[config.mk]
export PLATFORM = sky130hd
export DESIGN_NAME = perf_dump_ctrl
export DESIGN_NICKNAME = d
export VERILOG_FILES = /design/src/rtl/perf_pkg.sv /design/src/rtl/perf_sat_counter.sv /design/src/rtl/perf_dump_ctrl.sv
export SDC_FILE = /design/constraint.sdc
export NUM_CORES = 2
export LEC_CHECK = 0
export ABC_AREA = 1
export BUFFER_PORTS_ARGS = -buffer_cell sky130_fd_sc_hd__clkbuf_2
export CORE_ASPECT_RATIO = 1.4
export CORE_MARGIN = 5
export CORE_UTILIZATION = 30
export CTS_CLUSTER_SIZE = 14
export DETAILED_ROUTE_END_ITERATION = 8
export SETUP_SLACK_MARGIN = 0.1
export SYNTH_ARGS = -nofsm -noshare
export SYNTH_HDL_FRONTEND = slang
export SYNTH_SLANG_ARGS = --single-unit
[constraint.sdc]
create_clock -name clk -period 17.85 [get_ports clk]
set_input_delay 0.8925 -clock clk [delete_from_list [all_inputs] [get_ports clk]]
set_output_delay 0.8925 -clock clk [all_outputs]
set_load 0.05 [all_outputs]
[src/rtl/perf_pkg.sv]
// Shared types and defaults for the performance-event dump controller.
// Build option PERF_CLEAR_ON_DUMP_EN is consumed by perf_dump_ctrl.
package perf_pkg;

    localparam int unsigned PerfNumEvents = 16;
    localparam int unsigned PerfCntWidth  = 32;

    typedef logic [1:0] perf_dump_state_t;

    localparam perf_dump_state_t StIdle = 2'd0;
    localparam perf_dump_state_t StDump = 2'd1;
    localparam perf_dump_state_t StDone = 2'd2;

    typedef logic [$clog2(PerfNumEvents)-1:0] perf_idx_t;

endpackage

[src/rtl/perf_sat_counter.sv]
// Saturating event counter with synchronous clear and load.
// Priority: clear, then load, then increment.
module perf_sat_counter #(
    parameter int unsigned WIDTH = 32
) (
    input  logic             clk,
    input  logic             rst,
    input  logic             inc_i,
    input  logic             clr_i,
    input  logic             load_i,
    input  logic [WIDTH-1:0] load_val_i,
    output logic [WIDTH-1:0] cnt_o
);

    logic [WIDTH-1:0] cnt_q, cnt_d;

    always_comb begin
        cnt_d = cnt_q;
        if (clr_i) begin
            cnt_d = '0;
        end else if (load_i) begin
            cnt_d = load_val_i;
        end else if (inc_i && (cnt_q != {WIDTH{1'b1}})) begin
            cnt_d = cnt_q + 1'b1;
        end
    end

    always_ff @(posedge clk) begin
        if (rst) begin
            cnt_q <= '0;
        end else begin
            cnt_q <= cnt_d;
        end
    end

    assign cnt_o = cnt_q;

endmodule

[src/rtl/perf_dump_ctrl.sv]
// Perf event counter bank with snapshot dump over a valid/ready stream, cycle counter
// and log window gate. Define PERF_CLEAR_ON_DUMP_EN to restart live counters at each dump.
module perf_dump_ctrl
    import perf_pkg::*;
#(
    parameter int unsigned NUM_EVENTS = PerfNumEvents,
    parameter int unsigned CNT_WIDTH  = PerfCntWidth
) (
    input  logic                          clk,
    input  logic                          rst,
    input  logic [NUM_EVENTS-1:0]         event_i,
    input  logic                          clear_i,
    input  logic [63:0]                   log_start_i,
    input  logic [63:0]                   log_end_i,
    input  logic                          dump_req_i,
    output logic                          dump_busy_o,
    output logic                          dump_valid_o,
    input  logic                          dump_ready_i,
    output logic [$clog2(NUM_EVENTS)-1:0] dump_idx_o,
    output logic [CNT_WIDTH-1:0]          dump_cnt_o,
    output logic [63:0]                   dump_cycle_o,
    output logic                          dump_done_o,
    output logic [63:0]                   cycle_cnt_o,
    output logic                          log_valid_o
);

    localparam int unsigned IdxW = $clog2(NUM_EVENTS);

    perf_dump_state_t     state_q, state_d;
    logic [IdxW-1:0]      idx_q, idx_d;
    logic [63:0]          cycle_q;
    logic [63:0]          snap_cycle_q;
    logic                 log_valid_q;
    logic [CNT_WIDTH-1:0] live_cnt [NUM_EVENTS];
    logic [CNT_WIDTH-1:0] shadow_q [NUM_EVENTS];
    logic                 snap;
    logic                 load_live;

    assign snap = (state_q == StIdle) && dump_req_i;

`ifdef PERF_CLEAR_ON_DUMP_EN
    assign load_live = snap;
`else
    assign load_live = 1'b0;
`endif

    for (genvar g = 0; g < NUM_EVENTS; g++) begin : g_cnt
        perf_sat_counter #(
            .WIDTH (CNT_WIDTH)
        ) u_cnt (
            .clk        (clk),
            .rst        (rst),
            .inc_i      (event_i[g]),
            .clr_i      (clear_i),
            .load_i     (load_live),
            .load_val_i ({{(CNT_WIDTH-1){1'b0}}, event_i[g]}),
            .cnt_o      (live_cnt[g])
        );
    end

    always_comb begin
        state_d = state_q;
        idx_d   = idx_q;
        case (state_q)
            StIdle: begin
                if (dump_req_i) begin
                    state_d = StDump;
                    idx_d   = '0;
                end
            end
            StDump: begin
                if (dump_ready_i) begin
                    if (idx_q == IdxW'(NUM_EVENTS - 1)) begin
                        state_d = StDone;
                    end else begin
                        idx_d = idx_q + 1'b1;
                    end
                end
            end
            StDone:  state_d = StIdle;
            default: state_d = StIdle;
        endcase
    end

    always_ff @(posedge clk) begin
        if (rst) begin
            state_q      <= StIdle;
            idx_q        <= '0;
            cycle_q      <= '0;
            snap_cycle_q <= '0;
            log_valid_q  <= 1'b0;
        end else begin
            state_q     <= state_d;
            idx_q       <= idx_d;
            cycle_q     <= cycle_q + 64'd1;
            // Window is half-open, so start >= end never opens the gate.
            log_valid_q <= (log_start_i <= cycle_q) && (cycle_q < log_end_i);
            if (snap) begin
                snap_cycle_q <= cycle_q;
            end
        end
    end

    // Shadow captures the registered counts, so a same-cycle event or clear is excluded.
    always_ff @(posedge clk) begin
        for (int i = 0; i < NUM_EVENTS; i++) begin
            if (rst) begin
                shadow_q[i] <= '0;
            end else if (snap) begin
                shadow_q[i] <= live_cnt[i];
            end
        end
    end

    assign dump_valid_o = (state_q == StDump);
    assign dump_busy_o  = (state_q == StDump);
    assign dump_done_o  = (state_q == StDone);
    assign dump_idx_o   = idx_q;
    assign dump_cnt_o   = shadow_q[idx_q];
    assign dump_cycle_o = snap_cycle_q;
    assign cycle_cnt_o  = cycle_q;
    assign log_valid_o  = log_valid_q;

endmodule

==> summary.txt <==
Flow run
  – Maxcap violations: 0

Clock tree
  – CTS H-tree lvls: 3
  – TritonCTS clock tree: built
  – Cts repair resizes: 0
  – Clock Root Buffer: clkbuf_16
  – Max Buffers Root-to-Sink: 3
  – Clk_lat worst skew: between 0.7 and 0.8 ns
  – Cts bufs inserted: 119
  – Post-CTS Setup Bufs: 0
  – Cts hold-fix bufs: 0
  – Worst-path clk slew: around 0.06 ns
  – TritonCTS Sinks: 1163

Cells and area
  – Final #Nets: approximately 8400
  – Final Core Density: 34.1%
  – P&R area growth vs syn: 13.2%
  – Final instance area: just under 70000 µm²
  – Share of cells above drive strength 1: approximately 7.8%
  – Final instance count without filler cells: approximately 11000

Worst setup path
  – Critical setup path kind: reg2out
  – CP Launch Type: flop
  – CP arrival: between 4 and 5 ns
  – CP max FO: 85
  – Req. time, crit path: 16.96 ns
  – CP endpoint kind: primary output

Placed design
  – IO Port Bufs: about 320
  – Placed cell count: 10688
  – Placed Area: about 65000 µm²
  – Post-DP HPWL: roughly 150000 µm
  – Placer Congestion: 0.910

Detailed routing
  – Routed len/inst: approximately 18 µm
  – Post-Route WL: about 200000 µm
  – Met2 wire length: 95300 µm
  – Vias per cell: between 4 and 5
  – Via count: ~54000
  – # DRC: 0
  – Met1 WL: 85200 µm
  – Top Metal Used: met5
  – Detailed Routing Iterations Pass 1: 6
  – DRT iter0 DRCs: 4199
  – Met3 wire len: roughly 10000 µm
  – Antenna-violating nets left: 0

STA
  – Unrepaired setup endpoints after global routing: false
  – Fin. Hold Viols: 0
  – Relative slew margins: approximately a quarter
  – Worst-margin pin slew: ~1.1 ns
  – Final setup vio count: 0
  – Setup_tns: 0 ns
  – Max-slew violations: 0
  – Max Freq: between 150 and 200 MHz
  – Final Skew: just over 0.05 ns
  – Final min period: around 5.5 ns
  – Fin crit share: a little under a third

Synth
  – Mapped Cells: around 8000
  – Mapped Avg Cell Area: roughly 7.7 µm²
  – Syn_nets: slightly above 8000
  – Post-synth top area cell: edfxtp_1
  – Seq cells post-synth: ~1200
  – Area contributors post-synth: edfxtp_1, dfxtp_1, nand2_1
  – Ys flop type: dfxtp_1
  – EDFF count, synth: a little over 500
  – Mapped Area: around 61000 µm²
  – Yosys warns: 0
  – Synth cell types: 48
  – FFs w/ async S/R, synth: 0%
  – Top cells by count, synth: nand2_1, nor2_1, inv_1, dfxtp_1, a21oi_1
  – Seq/Total Area, Yosys: between 40% and 50%
  – Top cell type's share of synthesized area: 25.2%
  – Most frequent cell after synthesis: nand2_1

Global route
  – Initial antenna violation count: 7
  – GRT Overall Usage: between 10% and 20%
  – Grt ovf: 0
  – Vias in the first global route: 51609
  – First-pass GRT wire length: between 300000 and 400000 µm
  – Largest net degree at the start of global routing: 210

Floorplan
  – DIE WIDTH: 391 µm
  – Io pins: roughly 320
  – Row cnt: approximately 200
  – Starting Density: 30.1%
  – Core area: between 200000 and 250000 µm²
  – DIE AREA: roughly 210000 µm²
  – Die H: 544 µm

Pwr
  – Power, Total: between 0.005 and 0.006 W
  – Worst vdd rail ir drop: 0.0824 mV
  – Power Density: approximately 86 nW/µm²
  – Leakage power: about 24 nW

Min path
  – Hold Crit Class: in2reg

Run status
  – Outcome: complete, no violations
## power by group
part / total (W) / leakage (nW) / switching, W / internal, W
Sequential: 0.00289 / 10.8 / 0.0000356 / 0.00285
Combinational: 0.000445 / 11.0 / 0.000343 / 0.000102
Clock: 0.00264 / 1.99 / 0.00116 / 0.00148
## metal layers
layer	track usage [%]	vias up
met5	0	-
met4	8.16	2
li1	-	26564
met1	22.8	25473
met2	30.9	1619
met3	2.24	354
## layout make-up
cell class                      count  area, µm²
Fill cell                       21579     134000
Sequential cell                  1163      28400
Multi-Input combinational cell   5465      27500
Inverter                         1033       3890
Tap cell                         2673       3340
Clock buffer                      149       3160
Timing Repair Buffer              354       1890
Clock inverter                     78        923
Antenna cell                        3       7.51
## path summary, 6_finish.rpt
check	from	end	slack (ns)	depth (start not counted)
max	flop	dump_cnt_o[13]	12.38	7
max reg2reg	state_q[0]$_SDFFE_PP0P_	shadow_q[8][15]$_SDFFCE_PN0P_	14.14	8
min reg2reg	dump_cycle_o[29]$_SDFFE_PP0P_	dump_cycle_o[29]$_SDFFE_PP0P_	0.46	2
min	dump_ready_i	state_q[0]$_SDFFE_PP0P_	0.44	4
## worst max-delay path, stage by stage, from the launching register on
cell	delay, ns
dfxtp_4	0.89
buf_4	0.56
buf_4	0.74
mux2i_1	0.16
o21ai_0	0.69
o211ai_1	0.21
nand2_1	0.19
clkbuf_2	0.31
## state kept, by name, indices dropped and copies added (netlist names), named ones only
register,count
shadow_q,512
state_q,2
cycle_cnt_o,64
dump_idx_o,4
g_cnt.u_cnt.cnt_o,512
dump_cycle_o,64
log_valid_o,1
## cells by family after synthesis
group           share of synthesized area, %
buf+inv                                 8.46
fa+ha+maj                               2.97
compound gates                          10.6
mux                                     2.10
xor+xnor                                2.94
simple gates                            26.4
flops                                   46.5
## cell usage in the layout, fill, tap and decap left out, drive strengths merged, types with 2 or more instances in the layout
cell type,count
nor4,37
a21oi,572
clkbuf,465
clkinv,56
nor3b,50
bufinv,15
nand2,1617
a211oi,3
edfxtp,512
and3,12
o21ai,467
o211ai,129
ha,145
nand3,305
or2,8
a21boi,4
mux2i,128
inv,1034
dfxtp,651
nand3b,4
a31oi,16
o21bai,2
nor3,427
and2,12
nand4,130
o31ai,4
clkinvlp,6
buf,38
diode,3
xor2,205
o21a,11
nor2,1175
## metrics by stage
stage | hold WS (ns) | setup slack (ns)
floorplan | 0.422 | 5.64
global placement | 0.441 | 12.40
detailed placement | 0.445 | 12.38
CTS | 0.379 | 12.33
global route | 0.443 | 12.20
finish | 0.439 | 12.38
No activity file was read; power rests on OpenSTA's default activity.
